### src/rtl/rename_reg_file_pkg.sv
// Shared widths and tag constants for the register rename file.
// Tag 16 marks a register whose value is architectural, not owned by a ROB entry.
package rename_reg_file_pkg;
  localparam int ROB_W    = 5;
  localparam int REG_W    = 5;
  localparam int DATA_W   = 32;
  localparam int NUM_REGS = 1 << REG_W;

  localparam logic [ROB_W-1:0] INVALID_ROB = 5'd16;

  typedef logic [ROB_W-1:0]  rob_id_t;
  typedef logic [REG_W-1:0]  reg_idx_t;
  typedef logic [DATA_W-1:0] data_t;
endpackage

### src/rtl/rename_reg_file.sv
// Architectural register file with per-register ROB ownership tags.
// Two zero-latency read ports, commit bypass, rename on issue, rollback flush.
module rename_reg_file
  import rename_reg_file_pkg::*;
(
  input  logic              clk,
  input  logic              rst,
  input  logic              rdy,
  input  logic [REG_W-1:0]  rs1,
  input  logic [REG_W-1:0]  rs2,
  output logic [ROB_W-1:0]  Q1,
  output logic [ROB_W-1:0]  Q2,
  output logic [DATA_W-1:0] V1,
  output logic [DATA_W-1:0] V2,
  input  logic              issue_en,
  input  logic [REG_W-1:0]  issue_rd,
  input  logic [ROB_W-1:0]  issue_rob_id,
  input  logic              commit_en,
  input  logic [REG_W-1:0]  commit_rd,
  input  logic [ROB_W-1:0]  commit_rob_id,
  input  logic [DATA_W-1:0] commit_data,
  input  logic              rollback
);

  logic [DATA_W-1:0] r_val [NUM_REGS];
  logic [ROB_W-1:0]  r_tag [NUM_REGS];

  logic              w_issue_wr;
  logic              w_commit_wr;
  logic              w_commit_clr;
  logic              w_commit_live;
  logic [ROB_W-1:0]  w_tag1;
  logic [ROB_W-1:0]  w_tag2;

  assign w_issue_wr    = issue_en && !rollback && (issue_rd != '0);
  assign w_commit_wr   = commit_en && (commit_rd != '0);
  // A rename of the same register on this edge takes ownership, so keep its tag.
  assign w_commit_clr  = w_commit_wr && (r_tag[commit_rd] == commit_rob_id) &&
                         !(w_issue_wr && (issue_rd == commit_rd));
  assign w_commit_live = commit_en && (commit_rob_id != INVALID_ROB);

  assign w_tag1 = r_tag[rs1];
  assign w_tag2 = r_tag[rs2];

  always_comb begin
    Q1 = w_tag1;
    V1 = r_val[rs1];
    if (rs1 == '0) begin
      Q1 = INVALID_ROB;
      V1 = '0;
    end else if (w_commit_live && (w_tag1 == commit_rob_id)) begin
      Q1 = INVALID_ROB;
      V1 = commit_data;
    end
  end

  always_comb begin
    Q2 = w_tag2;
    V2 = r_val[rs2];
    if (rs2 == '0) begin
      Q2 = INVALID_ROB;
      V2 = '0;
    end else if (w_commit_live && (w_tag2 == commit_rob_id)) begin
      Q2 = INVALID_ROB;
      V2 = commit_data;
    end
  end

  always_ff @(posedge clk) begin
    if (rst) begin
      for (int i = 0; i < NUM_REGS; i++) begin
        r_val[i] <= '0;
        r_tag[i] <= INVALID_ROB;
      end
    end else if (rdy) begin
      if (w_commit_wr) r_val[commit_rd] <= commit_data;
      if (rollback) begin
        for (int i = 0; i < NUM_REGS; i++) r_tag[i] <= INVALID_ROB;
      end else begin
        if (w_commit_clr) r_tag[commit_rd] <= INVALID_ROB;
        if (w_issue_wr)   r_tag[issue_rd]  <= issue_rob_id;
      end
    end
  end

endmodule

### config.mk
export PLATFORM = sky130hd
export DESIGN_NAME = rename_reg_file
export DESIGN_NICKNAME = d
export VERILOG_FILES = /design/src/rtl/rename_reg_file_pkg.sv /design/src/rtl/rename_reg_file.sv
export SDC_FILE = /design/constraint.sdc
export NUM_CORES = 2
export LEC_CHECK = 0
export BUFFER_PORTS_ARGS = -buffer_cell sky130_fd_sc_hd__buf_4
export CAP_MARGIN = 10
export CELL_PAD_IN_SITES_DETAIL_PLACEMENT = 1
export CELL_PAD_IN_SITES_GLOBAL_PLACEMENT = 1
export CORE_AREA = 2 2 367 369
export CTS_CLUSTER_SIZE = 10
export DETAILED_ROUTE_END_ITERATION = 6
export DIE_AREA = 0 0 369 371
export PLACE_DENSITY = 0.8
export SYNTH_ARGS = -nofsm -noshare
export SYNTH_HDL_FRONTEND = slang
export SYNTH_SLANG_ARGS = --single-unit
### constraint.sdc
create_clock -name clk -period 6.6 [get_ports clk]
set_clock_uncertainty 0.1 [all_clocks]
set_input_delay 0.33 -clock clk [delete_from_list [all_inputs] [get_ports clk]]
set_output_delay 0.33 -clock clk [all_outputs]
set_load 0.01 [all_outputs]
* Yosys cells after proc, flatten, opt, wreduce, memory -nomap -nowiden
Memories as Yosys holds them, arrays and structs flattened.
Index checks and enable logic that the tools add are counted.
** Storage, ports and cells
- Memories kept :: 2
- Bits in writable memories :: 1184
- Bits in latches :: 0
- Memory bits (read-only) :: 0
- Output and inout port bits :: 74
- Bits of input ports :: 68
- Register bits :: 0
** Memory list
- r_val :: words 32, width 32, read ports 2, clocked after Yosys merged registers in 0, write ports 32, line rename_reg_file.sv:25 : logic [DATA_W-1:0] r_val [NUM_REGS];
- r_tag :: words 32, width 5, read ports 3, clocked after Yosys merged registers in 0, write ports 32, line rename_reg_file.sv:26 : logic [ROB_W-1:0] r_tag [NUM_REGS];
** Cells by class
- Muxes and demuxes :: 69
- Magnitude comparators :: 0
- Add/sub/neg operators :: 0
- Reduce and logical (&&, ||, !) cells :: 18
- Bitwise gates (word level) :: 32
- Equal/unequal tests :: 5
- Shift operators :: 0
- Divide/modulo/power cells :: 0
- Multiply operators :: 0
** Operators by type and width (count)
- $mux W5 :: 41
- $mux W32 :: 5
- $or A1 B1 Y1 :: 32
- $reduce_or A32 Y1 :: 1
- $mux W1 :: 23
- $eq A5 B5 Y1 :: 4
- $logic_not A5 Y1 :: 2
- $reduce_bool A5 Y1 :: 2
- $reduce_or A5 Y1 :: 2
- $logic_and A1 B1 Y1 :: 9
- $ne A5 B5 Y1 const B :: 1
- $logic_not A1 Y1 :: 2

* Logic depth before layout (Yosys ltp)
- Depth after elaboration :: 13
- Mapped depth :: 13

* Least setup slack after synthesis
No wires, ideal clock.
- Kind :: input -> register
- Start point :: input commit_rd[0]
- End point :: memory r_tag[11][0] (enable)
- Stages :: 10
- Required time :: 6.116 ns
- Setup time :: 0.384 ns
- Data arrival time :: 3.156 ns
- Slack :: 2.961 ns
- Cells stage by stage :: buf_4 -> buf_2 -> mux4_2 -> a22oi_1 -> nand4_1 -> xnor2_1 -> or4_1 -> clkbuf_1 -> buf_2 -> o41ai_1
** RTL lines
- from (decl) :: line rename_reg_file.sv:19 : input logic [REG_W-1:0] commit_rd,
- to (decl) :: line rename_reg_file.sv:26

* Worst setup path after layout
- Start point :: input rs2[0]
- End point :: output V2[31]
** Between the ends
- Word-level cells in the longest chain between the ends :: 5
- Elaborated cells on any way between the ends :: 7
** RTL lines
- from (decl) :: line rename_reg_file.sv:10 : input logic [REG_W-1:0] rs2,
- $mem_v2 Z32 W5
- $eq A5 B5 Y1 :: line rename_reg_file.sv:63 : end else if (w_commit_live && (w_tag2 == commit_rob_id)) begin
- $logic_and A1 B1 Y1 :: line rename_reg_file.sv:63
- $mux W32 :: line rename_reg_file.sv:63
- $mux W32 * :: line rename_reg_file.sv:60 : if (rs2 == '0) begin
- to (decl) :: line rename_reg_file.sv:14 : output logic [DATA_W-1:0] V2,
Every way passes the cells marked *; elsewhere a longest branch is shown, timed or not.

==> metrics <==
die height 371 um; CTS resizes 0; setup TNS 0 ns; commonest non-fill, non-tap cell in the layout edfxtp_1; nets ~4,300; I/O Buffers 141; ys flop type edfxtp_1; Clock Pin Slew Worst Setup and Hold Paths 0.06 ns; gr ovfl total 0; worst r2r dst r_tag[11][4]$_SDFFCE_PN1P_; Hold EP r_tag[15][2]$_SDFFCE_PN0P_; Final ANT Viol Nets 0; worst min path class in -> reg; Slew Viols, Final 0; GRT Overall Usage 0.349; CTS buffer count 140; Worst path max stage delay 0.94 ns; later-pin clock latency in the skew report about 0.79 ns; Synth Warn # 0; Root Driver clkbuf_16; setup repair bufs after CTS 0; Post-synth EDFFs 1,184; vias per cell a little over 7; num rows 134; kind of critical path in -> out; pwr dens 255 nW/um^2; Final min period 4.91 ns; RR Startpoint r_tag[10][0]$_SDFFCE_PN0P_; max_slew headroom 0.167; CTS tree built; clock sink count 1,184; starting utilization of the core area 0.497; register area share after synthesis 0.539; Final setup viols 0; syn avg cell area 15.8 sq um; Worst-Margin Slew 1.25 ns; Worst EP required roughly 6.2 ns; Leakage Power 24.8 nW; WP buf/inv 4; die area 137,000 sq um; Top Family by Delay on Critical Path buffers and inverters; core area between 100,000 and 150,000 sq um; initial antenna violation count 20; #FFs+latches synth 1,184; Hold Violations, Final 0; wirelength, routed 237,000 um; largest net degree at the start of global routing 102; Synth top area share 0.539; area leader, netlist edfxtp_1; crit-path cells buf_8 > buf_12 > buf_4 > mux4_2 > mux4_2 > mux2_2 > nand2_1 > mux2i_1 > buf_4; most area-consuming cells after synthesis edfxtp_1, mux4_2, and2_1, clkbuf_1, mux2i_1; HPWL after DPL 138,000 um; via count 43,200; Syn Inst Count 4,170; Worst setup SP type input port; commonest non-fill, non-tap cells in the layout edfxtp_1, and2_1, mux4_2; final core utilization 0.550; worst IR drop on VDD 0.000188 V; gpl congestion 0.981; Clock Tree Buf Depth 3; DR iter-0 viols 7,255; Max Cap Viol 0; share of cells above drive strength 1 0.306; RSZ-0062 raised after global routing no; arrival time worst endpoint 4.48 ns; CP max stage cell buf_4; R2R Setup Slk 2.35 ns; Min-Delay Startpoint issue_rob_id[2]; fraction of registers with async set/reset 0; crit end category primary output; Avg WL per Cell a little under 40 um; Max Freq slightly above 200 MHz; Worst Setup SP rs2[0]; Hold Path Stages 2; synth-to-layout area growth 10.8%; DRC 0; synthesized area ~66,000 sq um; fill cell count approximately 12,000; H-tree depth 4; R2R depth 7; Max FO, Critical Path 101; DRT Pass-1 Iters 7; vias in the first global route ~45,000; Yosys cell types 55; first-pass GRT wire length 335,000 um; Tcrit/Tclk final 0.744; I/O pins 142; outcome completed; width of the die 369 um
## logic make-up (layout without fill, tap and decap cells)
group,after synthesis,after routing,synth area share
AO/OA/AOI/OAI,164,164,0.0207
flip-flops,1184,1184,0.539
other,2,50,0.000114
multiplexers,888,888,0.278
XOR/XNOR,13,13,0.00173
AND/OR/NAND/NOR,1464,1464,0.132
buffers and inverters,455,490,0.0284
## how the worst max path moves through the flow
| stage | depth (start not counted) | slack [ns] | endpoint |
|---|---|---|---|
| detailed placement | 9 | 1.71 | V2[31] |
| global route | 9 | 1.46 | V2[31] |
| global placement | 9 | 1.74 | V2[1] |
| CTS | 9 | 1.66 | V2[31] |
| finish | 9 | 1.69 | V2[31] |
| floorplan | 10 | 2.96 | r_tag[11][0]$_SDFFCE_PN0P_ |
## what timing repair did
action / 4_1_cts / 5_1_grt
hold endpoints to repair: 863 / 0
hold buffers: 32 / 0
setup endpoints to repair: 0 / 0
## layer usage
metal,part of all wire,GRT usage
met2,0.47,0.550
met1,0.35,0.448
met4,0.057,0.193
met3,0.12,0.0827
met5,0.00011,0
## metrics by stage
stage	hold WS, ns	cells	cell area [sq um]	power [mW]	setup slack (ns)
finish	0.0423	6021	73100	18.6	1.69
global route	0.0394	6011	73000	19.0	1.46
CTS	0.000697	6002	73000	18.6	1.66
detailed placement	0.726	5784	68800	11.7	1.71
global placement	0.728	5784	68800	11.6	1.74
floorplan	0.410	4205	66100	10.6	2.96
## power by group
| group | switching, mW | internal, mW |
|---|---|---|
| Clock | 3.08 | 3.93 |
| Combinational | 1.45 | 1.20 |
| Sequential | 0.277 | 8.70 |
| Total | 4.81 | 13.8 |
## state kept, by name, summed over array words and instances, names as in the netlist
signal  flops
r_val    1024
r_tag     160
## area by class of cell
cell class                      instances  area, sq um  share of cell area
Tap cell                             1768         2210              0.0303
Clock buffer                          163         3650              0.0500
Clock inverter                         23          249             0.00341
Antenna cell                           13         32.5            0.000445
Inverter                                6         27.5            0.000377
Multi-Input combinational cell       2566        28900               0.396
Sequential cell                      1184        35600               0.487
Timing Repair Buffer                  298         2430              0.0333
## synthesized netlist by cell type, drive strengths merged (3+ instances only)
| cell | count |
|---|---|
| buf | 112 |
| a22o | 8 |
| a221o | 4 |
| clkbuf | 337 |
| nand2 | 80 |
| o41ai | 32 |
| mux4 | 751 |
| or2 | 38 |
| nand3 | 6 |
| mux2 | 41 |
| nor2 | 112 |
| or3 | 36 |
| and2 | 1120 |
| inv | 6 |
| a22oi | 23 |
| o221ai | 4 |
| nor2b | 14 |
| edfxtp | 1184 |
| nand2b | 8 |
| o211a | 32 |
| o31ai | 32 |
| mux2i | 96 |
| nand3b | 8 |
| xor2 | 6 |
| o21ai | 9 |
| nand4 | 5 |
| nor4 | 9 |
| nor3 | 15 |
| a211oi | 6 |
| xnor2 | 7 |
| nor3b | 3 |
## worst reg2reg max path: stages (launching register included)
cell	delay, ns
edfxtp_1	0.49
mux4_2	0.53
a22oi_1	0.24
nand4_1	0.17
xnor2_1	0.17
or4_1	0.81
buf_4	0.37
o41ai_1	0.98
No activity file was read; power rests on OpenSTA's default activity.
